==> src/rtl/bus_pkg.sv <==
// Shared definitions for the Bus_Ram bus layer arbiter.
// Contents: FSM state encodings, bus mux select codes, master indices,
// and small decode helpers used by bus_arb3.
package bus_pkg;

  // FSM state encodings
  localparam logic [1:0] ST_IDLE = 2'd0;
  localparam logic [1:0] ST_G0   = 2'd1;
  localparam logic [1:0] ST_G1   = 2'd2;
  localparam logic [1:0] ST_G2   = 2'd3;

  // Select codes for the existing 3:1 bus mux (d0=M0, d1=M1, d2=M2)
  localparam logic [1:0] SEL_M0 = 2'b00;
  localparam logic [1:0] SEL_M1 = 2'b01;
  localparam logic [1:0] SEL_M2 = 2'b10;

  // Master indices
  localparam logic [1:0] IDX_M0 = 2'd0;
  localparam logic [1:0] IDX_M1 = 2'd1;
  localparam logic [1:0] IDX_M2 = 2'd2;

  // Grant state that corresponds to a master index.
  function automatic logic [1:0] grant_state(input logic [1:0] idx);
    case (idx)
      IDX_M0:  grant_state = ST_G0;
      IDX_M1:  grant_state = ST_G1;
      default: grant_state = ST_G2;
    endcase
  endfunction

  // Mux select driven in each state; IDLE parks on M0 so 2'b11 never appears.
  function automatic logic [1:0] state_sel(input logic [1:0] st);
    case (st)
      ST_G1:   state_sel = SEL_M1;
      ST_G2:   state_sel = SEL_M2;
      default: state_sel = SEL_M0;
    endcase
  endfunction

endpackage

==> src/rtl/rr_pick3.sv <==
// Combinational round-robin picker for three requesters.
// Ports: req[2:0] request vector (bit n = Mn), last[1:0] previous owner index;
//        idx[1:0] chosen index, vld set when any request is present.
// Search starts at the master after 'last', so 'last' itself has lowest priority.
module rr_pick3
  import bus_pkg::*;
(
  input  logic [2:0] req,
  input  logic [1:0] last,
  output logic [1:0] idx,
  output logic       vld
);

  always_comb begin
    vld = |req;
    idx = IDX_M0;
    case (last)
      IDX_M0: begin
        if      (req[1]) idx = IDX_M1;
        else if (req[2]) idx = IDX_M2;
        else             idx = IDX_M0;
      end
      IDX_M1: begin
        if      (req[2]) idx = IDX_M2;
        else if (req[0]) idx = IDX_M0;
        else             idx = IDX_M1;
      end
      default: begin
        if      (req[0]) idx = IDX_M0;
        else if (req[1]) idx = IDX_M1;
        else             idx = IDX_M2;
      end
    endcase
  end

endmodule

==> src/rtl/bus_arb3.sv <==
// Round-robin arbiter sharing one 32-bit bus between masters M0, M1, M2.
// Ports: clk, reset (sync, active-high), m0/m1/m2_req in; one-hot m0/m1/m2_grant,
//        sel[1:0] for the 3:1 bus mux, busy out. Optional hold timeout: ARB_TIMEOUT_EN.
// Grant follows request by one cycle; owners are never preempted unless timeout is enabled.
module bus_arb3
  import bus_pkg::*;
#(
  parameter int MAX_HOLD = 8,
  parameter int CNT_W    = 8
) (
  input  logic       clk,
  input  logic       reset,
  input  logic       m0_req,
  input  logic       m1_req,
  input  logic       m2_req,
  output logic       m0_grant,
  output logic       m1_grant,
  output logic       m2_grant,
  output logic [1:0] sel,
  output logic       busy
);

  if (MAX_HOLD < 2 || MAX_HOLD > 255 || (2 ** CNT_W) <= MAX_HOLD) begin : g_bad_param
    $error("bus_arb3: MAX_HOLD must be 2..255 and fit in CNT_W bits");
  end

  logic [2:0] req;
  logic [1:0] state, state_nxt;
  logic [1:0] last, last_nxt;
  logic [1:0] pick_idx;
  logic       pick_vld;
  logic       owner_req;
  logic       timeout;

  assign req = {m2_req, m1_req, m0_req};

  // 'last' always equals the current owner while granted, so the owner is
  // searched last and any other requester wins the pick.
  rr_pick3 u_pick (
    .req  (req),
    .last (last),
    .idx  (pick_idx),
    .vld  (pick_vld)
  );

  always_comb begin
    case (state)
      ST_G0:   owner_req = m0_req;
      ST_G1:   owner_req = m1_req;
      ST_G2:   owner_req = m2_req;
      default: owner_req = 1'b0;
    endcase
  end

`ifdef ARB_TIMEOUT_EN
  logic [CNT_W-1:0] hold_cnt;

  // pick_idx != last means someone other than the owner is waiting.
  assign timeout = (state != ST_IDLE) &&
                   (hold_cnt == CNT_W'(MAX_HOLD - 1)) &&
                   pick_vld && (pick_idx != last);

  always_ff @(posedge clk) begin
    if (reset) begin
      hold_cnt <= '0;
    end else if (state_nxt != state) begin
      hold_cnt <= '0;
    end else if (state != ST_IDLE && hold_cnt != {CNT_W{1'b1}}) begin
      hold_cnt <= hold_cnt + 1'b1;
    end
  end
`else
  assign timeout = 1'b0;
`endif

  always_comb begin
    state_nxt = state;
    last_nxt  = last;
    if (state == ST_IDLE || !owner_req || timeout) begin
      if (pick_vld) begin
        state_nxt = grant_state(pick_idx);
        last_nxt  = pick_idx;
      end else begin
        state_nxt = ST_IDLE;
      end
    end
  end

  always_ff @(posedge clk) begin
    if (reset) begin
      state <= ST_IDLE;
      last  <= IDX_M2;
    end else begin
      state <= state_nxt;
      last  <= last_nxt;
    end
  end

  // Outputs are pure decodes of the state register.
  assign m0_grant = (state == ST_G0);
  assign m1_grant = (state == ST_G1);
  assign m2_grant = (state == ST_G2);
  assign sel      = state_sel(state);
  assign busy     = (state != ST_IDLE);

endmodule

==> config.mk <==
export PLATFORM = sky130hd
export DESIGN_NAME = bus_arb3
export DESIGN_NICKNAME = d
export VERILOG_FILES = /design/src/rtl/bus_pkg.sv /design/src/rtl/rr_pick3.sv /design/src/rtl/bus_arb3.sv
export SDC_FILE = /design/constraint.sdc
export NUM_CORES = 1
export LEC_CHECK = 0
export BUFFER_PORTS_ARGS = -buffer_cell sky130_fd_sc_hd__buf_2
export CAP_MARGIN = 20
export CORE_AREA = 2 2 39 41
export CTS_CLUSTER_SIZE = 20
export DETAILED_ROUTE_END_ITERATION = 7
export DIE_AREA = 0 0 41 43
export GPL_ROUTABILITY_DRIVEN = 0
export PLACE_DENSITY = 0.51
export SETUP_SLACK_MARGIN = 0.15
export SLEW_MARGIN = 10
export SYNTH_ARGS = -nofsm -noshare
export SYNTH_HDL_FRONTEND = slang
export SYNTH_SLANG_ARGS = --single-unit
export TNS_END_PERCENT = 1
==> constraint.sdc <==
create_clock -name clk -period 3.9 [get_ports clk]
set_clock_uncertainty 0.05 [all_clocks]
set_input_delay 0.78 -clock clk [delete_from_list [all_inputs] [get_ports clk]]
set_output_delay 0.78 -clock clk [all_outputs]
set_load 0.01 [all_outputs]
==> results of run 1 <==
worst min-delay path: cells and delay by family, from the launching register on:
kind | cells | cell delay [ns]
AOI/OAI and AO/OA | 1 | 0.05
DFF | 1 | 0.32
and+or+nand+nor | 1 | 0.11
sequential cells by signal, summed over array words and instances (netlist names):
register and flops:
state 2, last 2
cells in the final DEF (no fill, tap or decap):
cell      Yosys  routed
mux2_4        1       1
buf_2         0      10
nor2_1        1       1
dfxtp_1       4       4
o21ai_1       1       1
nor2b_2       1       1
nand2_1       2       2
nor3_1        1       1
and2_2        2       2
o21ai_0       2       2
a221oi_4      1       1
a311oi_1      1       1
nor2b_1       3       3
nand3_1       1       1
a21boi_0      1       1
o21bai_1      1       1
nor3b_1       2       2
nand3b_1      1       1
or2_2         1       1
a221o_1       1       1
mux2_2        1       1
clkbuf_4      0       3
a21oi_1       2       2
through the flow:
stage	cell area, µm²	setup WS, ns	total power (µW)	cells	hold slack, ns
finish	377	1.97	151	60	0.483
detailed placement	354	1.77	102	57	0.482
global route	377	1.88	166	60	0.517
CTS	377	1.94	155	60	0.488
floorplan	284	1.97	85.8	31	0.439
global placement	354	1.77	102	57	0.482
final timing paths:
path / start / end / slack [ns] / depth (start not counted)
min: last[0]$_SDFFE_PP0P_ / last[0]$_SDFFE_PP0P_ / 0.48 / 2
max: state[0]$_SDFFE_PP0P_ / m0_grant / 1.97 / 2
min reg2reg: last[0]$_SDFFE_PP0P_ / last[0]$_SDFFE_PP0P_ / 0.48 / 2
max reg2reg: state[0]$_SDFFE_PP0P_ / last[1]$_SDFFE_PP1P_ / 2.20 / 4
area by class of cell:
type,instances,area [µm²],area share [%]
clock buffers,3,22.5,5.98
multi-input cells,27,204,54.2
flip-flops and latches,4,80.1,21.3
well taps,16,20.0,5.32
repair buffers,10,50.0,13.3
routing by layer:
metal | GRT usage, % | vias up
met5 | 0 | -
met4 | 0 | 0
met3 | 8.38 | 0
met2 | 10.6 | 14
met1 | 9.29 | 114
li1 | - | 143
cells by family after synthesis:
logic type,count (synthesis),synth area share [%]
AOI/OAI and AO/OA,10,30.0
DFF,4,28.2
muxes,2,9.25
and+or+nand+nor,15,32.6
power by group:
| group | switching [µW] | total (µW) | leakage [µW] | internal, µW |
|---|---|---|---|---|
| Clock | 16.0 | 50.4 | 0.0000138 | 34.4 |
| Combinational | 21.0 | 45.0 | 0.000116 | 24.0 |
| Sequential | 8.66 | 55.4 | 0.0000334 | 46.8 |
| Total | 45.6 | 151 | 0.000163 | 105 |
==> reports/results.ini, run 1 <==
[clocking]
clockBufferDepth = 2
cts_setup_buffers = 0
cts-resized-gates = 0
htree_levels = 1
ctsRootBufferMaster = clkbuf_4
cts.clk_slew.worst_paths_ns = 0.04
ctsHoldBuffers = 0
cts_sinks = 4
clk_latency_ns = 0.23
numCtsBuffers = 3
cts_tree = yes

[die]
start_util_pct = 20.5
io_pins = 11
die_area_um2 = 1760
core_um2 = 1380
core.rowCount = 14
die_h_um = 43
die_x_um = 41

[critical_path]
crit_slowest_cell = dfxtp_1
slowest_delay_ns = 0.43
crit_chain = nor2b_2, buf_2
cp_top_family = flip-flops
start_kind = flop
cp_data_required_time_ns = 3.07
crit_path_max_fanout = 8
crit_path_end_kind = primary output
arrival_ns = 1.10
criticalPathCategory = flop to primary output
cp_num_buf_inv = 1

[logic_synthesis]
synth_edf_count = 0
netlist_area_um2 = 284
syn_avg_cell_area_um2 = 9.16
netlist_top_cells_count = dfxtp_1, nor2b_1
synth_most_common_cell = dfxtp_1
syn_nets = 36
synthCells = 31
ys_seq_area_share_pct = 28.2
synth_seq_cells = 4
synth_ff_type = dfxtp_1
synth_top_area_share_pct = 28.2
async_flop_share_pct = 0
yosys.area.top_type = dfxtp_1
ys_types = 21
synth.area.top_cells = dfxtp_1, a221oi_4, nor2b_1, and2_2, mux2_4
yosysWarnings = 0

[global_routing]
grt_pass1_vias = 211
grt_pass1_wl_um = 910
antenna_found_initial = 0
gr-usage-all-layers_pct = 7.92
grt_overflow = 0
grt_max_degree = 10

[route]
met1_length_um = 308
via_count = 271
wl_met3_um = 83
drtPass1Iterations = 1
met2_length_um = 231
drt_wl_total_um = 622
drtIter0Drc = 0
top_layer_used = met3
avgViaCountPerCell = 4.52
final_antenna_net_count = 0
drc = 0
wl_per_cell_um = 10.4

[run]
maxCapViolCount = 0

[finish]
diodes = 0
fillCellCount = 152
layout.nets = 51
syn2layout_area_growth_pct = 32.6
drive_gt1_share_pct = 45.5
postLayoutCoreUtil_pct = 27.2

[timing]
fin_crit_sh_pct = 49.5
min_period_ns = 1.93
drv_slew = 0
rsz0062_at_grt = false
fmax_ghz = 0.518
setup_viol = 0
worst_pin_slew_ns = 0.327
timing.final.hold_violations = 0
tns_ns = 0
max_slew_margin_pct = 78.0

[power_and_ir_drop]
peakVddDrop_mv = 0.197
p_per_area_nw_per_um2 = 400
leakage_uw = 0.000163

[min_path]
holdCritPathClass = flop to flop

[run_status]
status = finished clean

[place]
dpl.hpwl_um = 476
io_buffers = 10

Note: power is estimated with default switching activity, not from simulation.
==> run 2, diff against run 1 <==
==> constraint.sdc (replaced) <==
create_clock -name clk -period 1.9 [get_ports clk]
set_clock_uncertainty 0.05 [all_clocks]
set_input_delay 0.38 -clock clk [delete_from_list [all_inputs] [get_ports clk]]
set_output_delay 0.38 -clock clk [all_outputs]
set_load 0.01 [all_outputs]
==> run 2 against run 1 <==
Effect of this change:
- register-to-register slack worse by 2.0 ns
- clock power up 100%
- cell count up 1.7%
- via count up 1.8%
- critical path depth up 2
- combinational power up 120%
- die area unchanged
- flip-flop and latch count unchanged
- total power up 110%
- count of clock-buffer cells in the layout unchanged
- sequential power up 100%
- worst setup slack worse by 1.7 ns
==> reports/results.ini, run 2 (same netlist as run 1, synthesis figures left out) <==
[global_routing]
grt_pass1_wl_um = 993  ; +9.1%
gr-usage-all-layers_pct = 8.53  ; +0.61 points
grt_max_degree = 9  ; -1
grt_overflow = 0  ; unchanged
antenna_found_initial = 0  ; unchanged
grt_pass1_vias = 222  ; +5.2%

[run_status]
status = finished clean

[route]
wl_met3_um = 53  ; -36%
avgViaCountPerCell = 4.52  ; +0.18%
via_count = 276  ; +1.8%
drtPass1Iterations = 2  ; +1
met2_length_um = 278  ; +20%
drc = 0  ; unchanged
drt_wl_total_um = 656  ; +5.5%
top_layer_used = met3
drtIter0Drc = 6  ; +6
wl_per_cell_um = 10.8  ; +3.7%
final_antenna_net_count = 0  ; unchanged
met1_length_um = 323  ; +4.9%

[die]
core_um2 = 1380  ; unchanged
die_h_um = 43  ; unchanged
io_pins = 11  ; unchanged
core.rowCount = 14  ; unchanged
die_area_um2 = 1760  ; unchanged
die_x_um = 41  ; unchanged
start_util_pct = 20.5  ; unchanged

[clocking]
cts_setup_buffers = 0  ; unchanged
htree_levels = 1  ; unchanged
ctsRootBufferMaster = clkbuf_4
cts_sinks = 4  ; unchanged
cts.clk_slew.worst_paths_ns = 0.04  ; about the same
clk_latency_ns = 0.23  ; about the same
ctsHoldBuffers = 0  ; unchanged
clockBufferDepth = 2  ; unchanged
cts_tree = yes
numCtsBuffers = 3  ; unchanged

[finish]
drive_gt1_share_pct = 48.9  ; +3.4 points
top_regs = last (2), state (2)
seq_area_um2 = 81.3  ; +1.6%
fillCellCount = 153  ; +0.66%
diodes = 0  ; unchanged
final_common_cell = buf_2
layout.nets = 52  ; +2.0%
syn2layout_area_growth_pct = 35.7
final_cell_mix = buf_2, nor2b_1, clkbuf_4, dfxtp_1
multi_input_area_um2 = 204  ; unchanged
postLayoutCoreUtil_pct = 27.8  ; +0.63 points

[timing]
min_period_ns = 1.66
setup_viol = 0  ; unchanged
rsz0062_at_grt = false
tns_ns = 0  ; unchanged
fmax_ghz = 0.604
fin_crit_sh_pct = 87.1
timing.final.hold_violations = 0  ; unchanged
worst_pin_slew_ns = 0.316  ; -0.0113 ns
drv_slew = 0  ; unchanged
max_slew_margin_pct = 78.8  ; +0.76 points

[power_and_ir_drop]
p_per_area_nw_per_um2 = 814  ; +100%
leakage_uw = 0.000169  ; +3.3%
peakVddDrop_mv = 0.193  ; -1.8%

[critical_path]
worstSetupStartpoint = state[0]$_SDFFE_PP0P_
crit_path_max_fanout = 8  ; unchanged
criticalPathCategory = flop to flop
arrival_ns = 1.72  ; +0.62 ns
cp_data_required_time_ns = 1.97  ; -1.10 ns
start_kind = flop
rr_startpoint = state[0]$_SDFFE_PP0P_
crit_path_end_kind = flop

[min_path]
hold_start = reset
holdCritPathClass = input port to flop

[place]
io_buffers = 10  ; unchanged
dpl.hpwl_um = 494  ; +3.8%

[run]
maxCapViolCount = 0  ; unchanged

## run 2: worst max-delay path, stage by stage (launching register included)
cell and delay [ns]:
dfxtp_2 0.39, mux2_4 0.33, a221oi_4 0.32, o21ai_1 0.11, a221o_1 0.35
## run 2: report_power, final
part,total [µW],switching [µW],internal [µW]
registers,111,14.3,96.8
clock network,101,30.7,70.4
logic,101,49.2,52.2
total,314,94.2,219
## run 2: repair_timing
item	in CTS	in global routing
gates resized for setup	0	1
setup endpoints to repair	0	1
hold endpoints to repair	0	0
## run 2: layout make-up
type | instances | area share [%]
timing repair buffer | 11 | 14.9
sequential | 4 | 21.1
multi-input combinational | 27 | 52.9
tap | 16 | 5.19
clock buffer | 3 | 5.84
## run 2: final timing paths
check                          end  slack, ns  cells after the start
max           last[1]$_SDFFE_PP1P_       0.24                      4
min          state[0]$_SDFFE_PP0P_       0.32                      2
max reg2reg   last[1]$_SDFFE_PP1P_       0.24                      4
min reg2reg  state[0]$_SDFFE_PP0P_       0.47                      2
## run 2: metrics by stage
step                setup WS, ns  hold slack [ns]  instances  cell area (µm²)  total power (µW)
floorplan                  0.296            0.399         31              284               176
global placement           0.156            0.481         58              362               212
detailed placement         0.166            0.477         58              362               213
CTS                        0.190            0.307         61              384               318
global route               0.198            0.298         61              385               342
finish                     0.245            0.319         61              385               314
## run 2: metal layers
| metal | vias up | track usage [%] |
|---|---|---|
| met5 | - | 0 |
| met4 | 0 | 8.00 |
| met3 | 0 | 2.09 |
| met2 | 10 | 11.9 |
| met1 | 121 | 9.97 |
| li1 | 145 | - |
==> run 3, diff against run 2 <==
--- a/config.mk
+++ b/config.mk
@@ -5,7 +5,7 @@
 export SDC_FILE = /design/constraint.sdc
 export NUM_CORES = 1
 export LEC_CHECK = 0
-export BUFFER_PORTS_ARGS = -buffer_cell sky130_fd_sc_hd__buf_2
+export BUFFER_PORTS_ARGS = -buffer_cell sky130_fd_sc_hd__buf_4
 export CAP_MARGIN = 20
 export CORE_AREA = 2 2 39 41
 export CTS_CLUSTER_SIZE = 20
==> constraint.sdc (replaced) <==
create_clock -name clk -period 1.9 [get_ports clk]
set_clock_uncertainty 0.05 [all_clocks]
set_input_delay 0.19 -clock clk [delete_from_list [all_inputs] [get_ports clk]]
set_output_delay 0.19 -clock clk [all_outputs]
set_load 0.01 [all_outputs]
==> run 3 against run 2 <==
Effect of this change:
- register-to-register slack better by 0.02 ns
- critical path depth stayed put
- maximum frequency is 1.2% higher
- routed wire length rose by 1.5%
- total power grew 3.9%
- non-clock buffer count unchanged
- worst setup slack better by 0.020 ns
- count of clock-buffer cells in the layout stayed put
- worst hold slack got worse by 0.24 ns
==> reports/results.ini, run 3 (same netlist as run 1, synthesis figures left out) <==
[run_status]
status = finished clean

[critical_path]
start_kind = flop
arrival_ns = 1.70  ; -0.02 ns
cp_data_required_time_ns = 1.97  ; about the same
crit_path_max_fanout = 8  ; unchanged
crit_chain = mux2_4, a221oi_4, o21ai_1, a221o_1
slowest_delay_ns = 0.37  ; -0.02 ns
criticalPathCategory = flop to flop
crit_path_end_kind = flop
crit_slowest_cell = dfxtp_2

[timing]
fin_hold_ws_ns = 0.0781  ; -0.240 ns
timing.final.hold_violations = 0  ; unchanged
rsz0062_at_grt = false
fmax_ghz = 0.611  ; +1.2%
setup_viol = 0  ; unchanged
tns_ns = 0  ; unchanged
fin_crit_sh_pct = 86.1  ; -1.0 points
worst_pin_slew_ns = 0.320  ; +0.00491 ns
drv_slew = 0  ; unchanged
max_slew_margin_pct = 78.5  ; -0.33 points
min_period_ns = 1.64  ; -0.0196 ns

[power_and_ir_drop]
netSwitchingPower_uw = 96.4  ; +2.3%
leakage_uw = 0.000174  ; +3.0%
pwr-share-clk_pct = 31.9  ; -0.3 points
pwr-share-seq_pct = 33.8  ; -1.6 points
peakVddDrop_mv = 0.332  ; +72%
switching_share_pct = 29.6  ; -0.47 points
combPwrFrac_pct = 34.2  ; +1.9 points
p_int_uw = 229  ; +4.6%
p_per_area_nw_per_um2 = 794  ; -2.4%

[finish]
diodes = 0  ; unchanged
top_regs = last (2), state (2)
final_common_cell = buf_4
final_cell_mix = buf_4, nor2b_1, clkbuf_4, dfxtp_1
layout.nets = 52  ; unchanged
drive_gt1_share_pct = 48.9  ; unchanged
post-route-cell-area_um2 = 410  ; +6.5%
syn2layout_area_growth_pct = 44.5

[die]
die_h_um = 43  ; unchanged
io_pins = 11  ; unchanged
die_x_um = 41  ; unchanged
core.rowCount = 14  ; unchanged
start_util_pct = 20.5  ; unchanged
core_um2 = 1380  ; unchanged
die_area_um2 = 1760  ; unchanged

[global_routing]
grt_max_degree = 9  ; unchanged
antenna_found_initial = 0  ; unchanged
grt_pass1_vias = 260  ; +17%
grt_overflow = 0  ; unchanged
grt_pass1_wl_um = 1010  ; +1.4%
gr-usage-all-layers_pct = 8.84  ; +0.30 points

[route]
drt_wl_total_um = 666  ; +1.5%
via_count = 297  ; +7.6%
wl_per_cell_um = 10.9  ; +1.5%
drc = 0  ; unchanged
avgViaCountPerCell = 4.87  ; +7.6%
drtIter0Drc = 5  ; -1
final_antenna_net_count = 0  ; unchanged
drtPass1Iterations = 4  ; +2

[clocking]
ctsHoldBuffers = 0  ; unchanged
cts.clk_slew.worst_paths_ns = 0.04  ; about the same
cts_sinks = 4  ; unchanged
clockBufferDepth = 2  ; unchanged
ctsRootBufferMaster = clkbuf_4
clk_latency_ns = 0.23  ; about the same
htree_levels = 1  ; unchanged
cts_tree = yes
numCtsBuffers = 3  ; unchanged
cts_setup_buffers = 0  ; unchanged
cts-resized-gates = 0  ; unchanged

[run]
maxCapViolCount = 0  ; unchanged

[place]
dpl.hpwl_um = 510  ; +3.3%
place_area_um2 = 387  ; +6.9%
io_buffers = 10  ; unchanged

[min_path]
holdCritPathClass = input port to flop

[run 3: cell counts in the layout (fill, tap and decap cells not counted)]
No cell type changed its count.
[run 3: final cells by class]
type                       instances  area [µm²]
sequential                         4        81.3
clock buffer                       3        22.5
multi-input combinational         27         204
tap                               16        20.0
fill                             142         973
timing repair buffer              11        82.6
[run 3: worst paths after layout]
kind                                             from  slack (ns)  cells after the start                    end
worst max register to register  state[0]$_SDFFE_PP0P_        0.26                      4   last[1]$_SDFFE_PP1P_
worst min-delay path                            reset        0.08                      2  state[0]$_SDFFE_PP0P_
worst min register to register  state[0]$_SDFFE_PP0P_        0.45                      2  state[0]$_SDFFE_PP0P_
worst max-delay path            state[0]$_SDFFE_PP0P_        0.26                      4   last[1]$_SDFFE_PP1P_
[run 3: metal layers]
| metal | vias up | wire [µm] | track usage (%) |
|---|---|---|---|
| met5 | - | 0 | 0 |
| met4 | 0 | 0 | 4.00 |
| met3 | 0 | 91 | 6.81 |
| met2 | 17 | 312 | 13.8 |
| met1 | 136 | 262 | 8.04 |
| li1 | 144 | - | - |
[run 3: worst max-delay path, delay by kind of cell (launching register included)]
kind	cells	cell delay (ns)
AOI/OAI and AO/OA	3	0.76
DFF	1	0.37
muxes	1	0.33
[run 3: power groups by stage]
stage / clock [µW] / sequential, µW / combinational, µW
4_1_cts: 109 / 110 / 113
6_report: 104 / 110 / 112
2_1_floorplan: 0 / 111 / 65.5
3_5_place_dp: 0 / 111 / 113
5_1_grt: 117 / 112 / 124
3_3_place_gp: 0 / 111 / 112
[run 3: stage by stage]
| stage | utilization (%) | setup WS [ns] | cells | total power [µW] |
|---|---|---|---|---|
| 2_1_floorplan | - | 0.296 | 31 | 176 |
| 3_3_place_gp | 27.9 | 0.222 | 58 | 223 |
| 3_5_place_dp | 27.9 | 0.197 | 58 | 224 |
| 4_1_cts | 29.6 | 0.185 | 61 | 332 |
| 5_1_grt | 29.7 | 0.157 | 61 | 353 |
| 6_report | 29.7 | 0.264 | 61 | 326 |
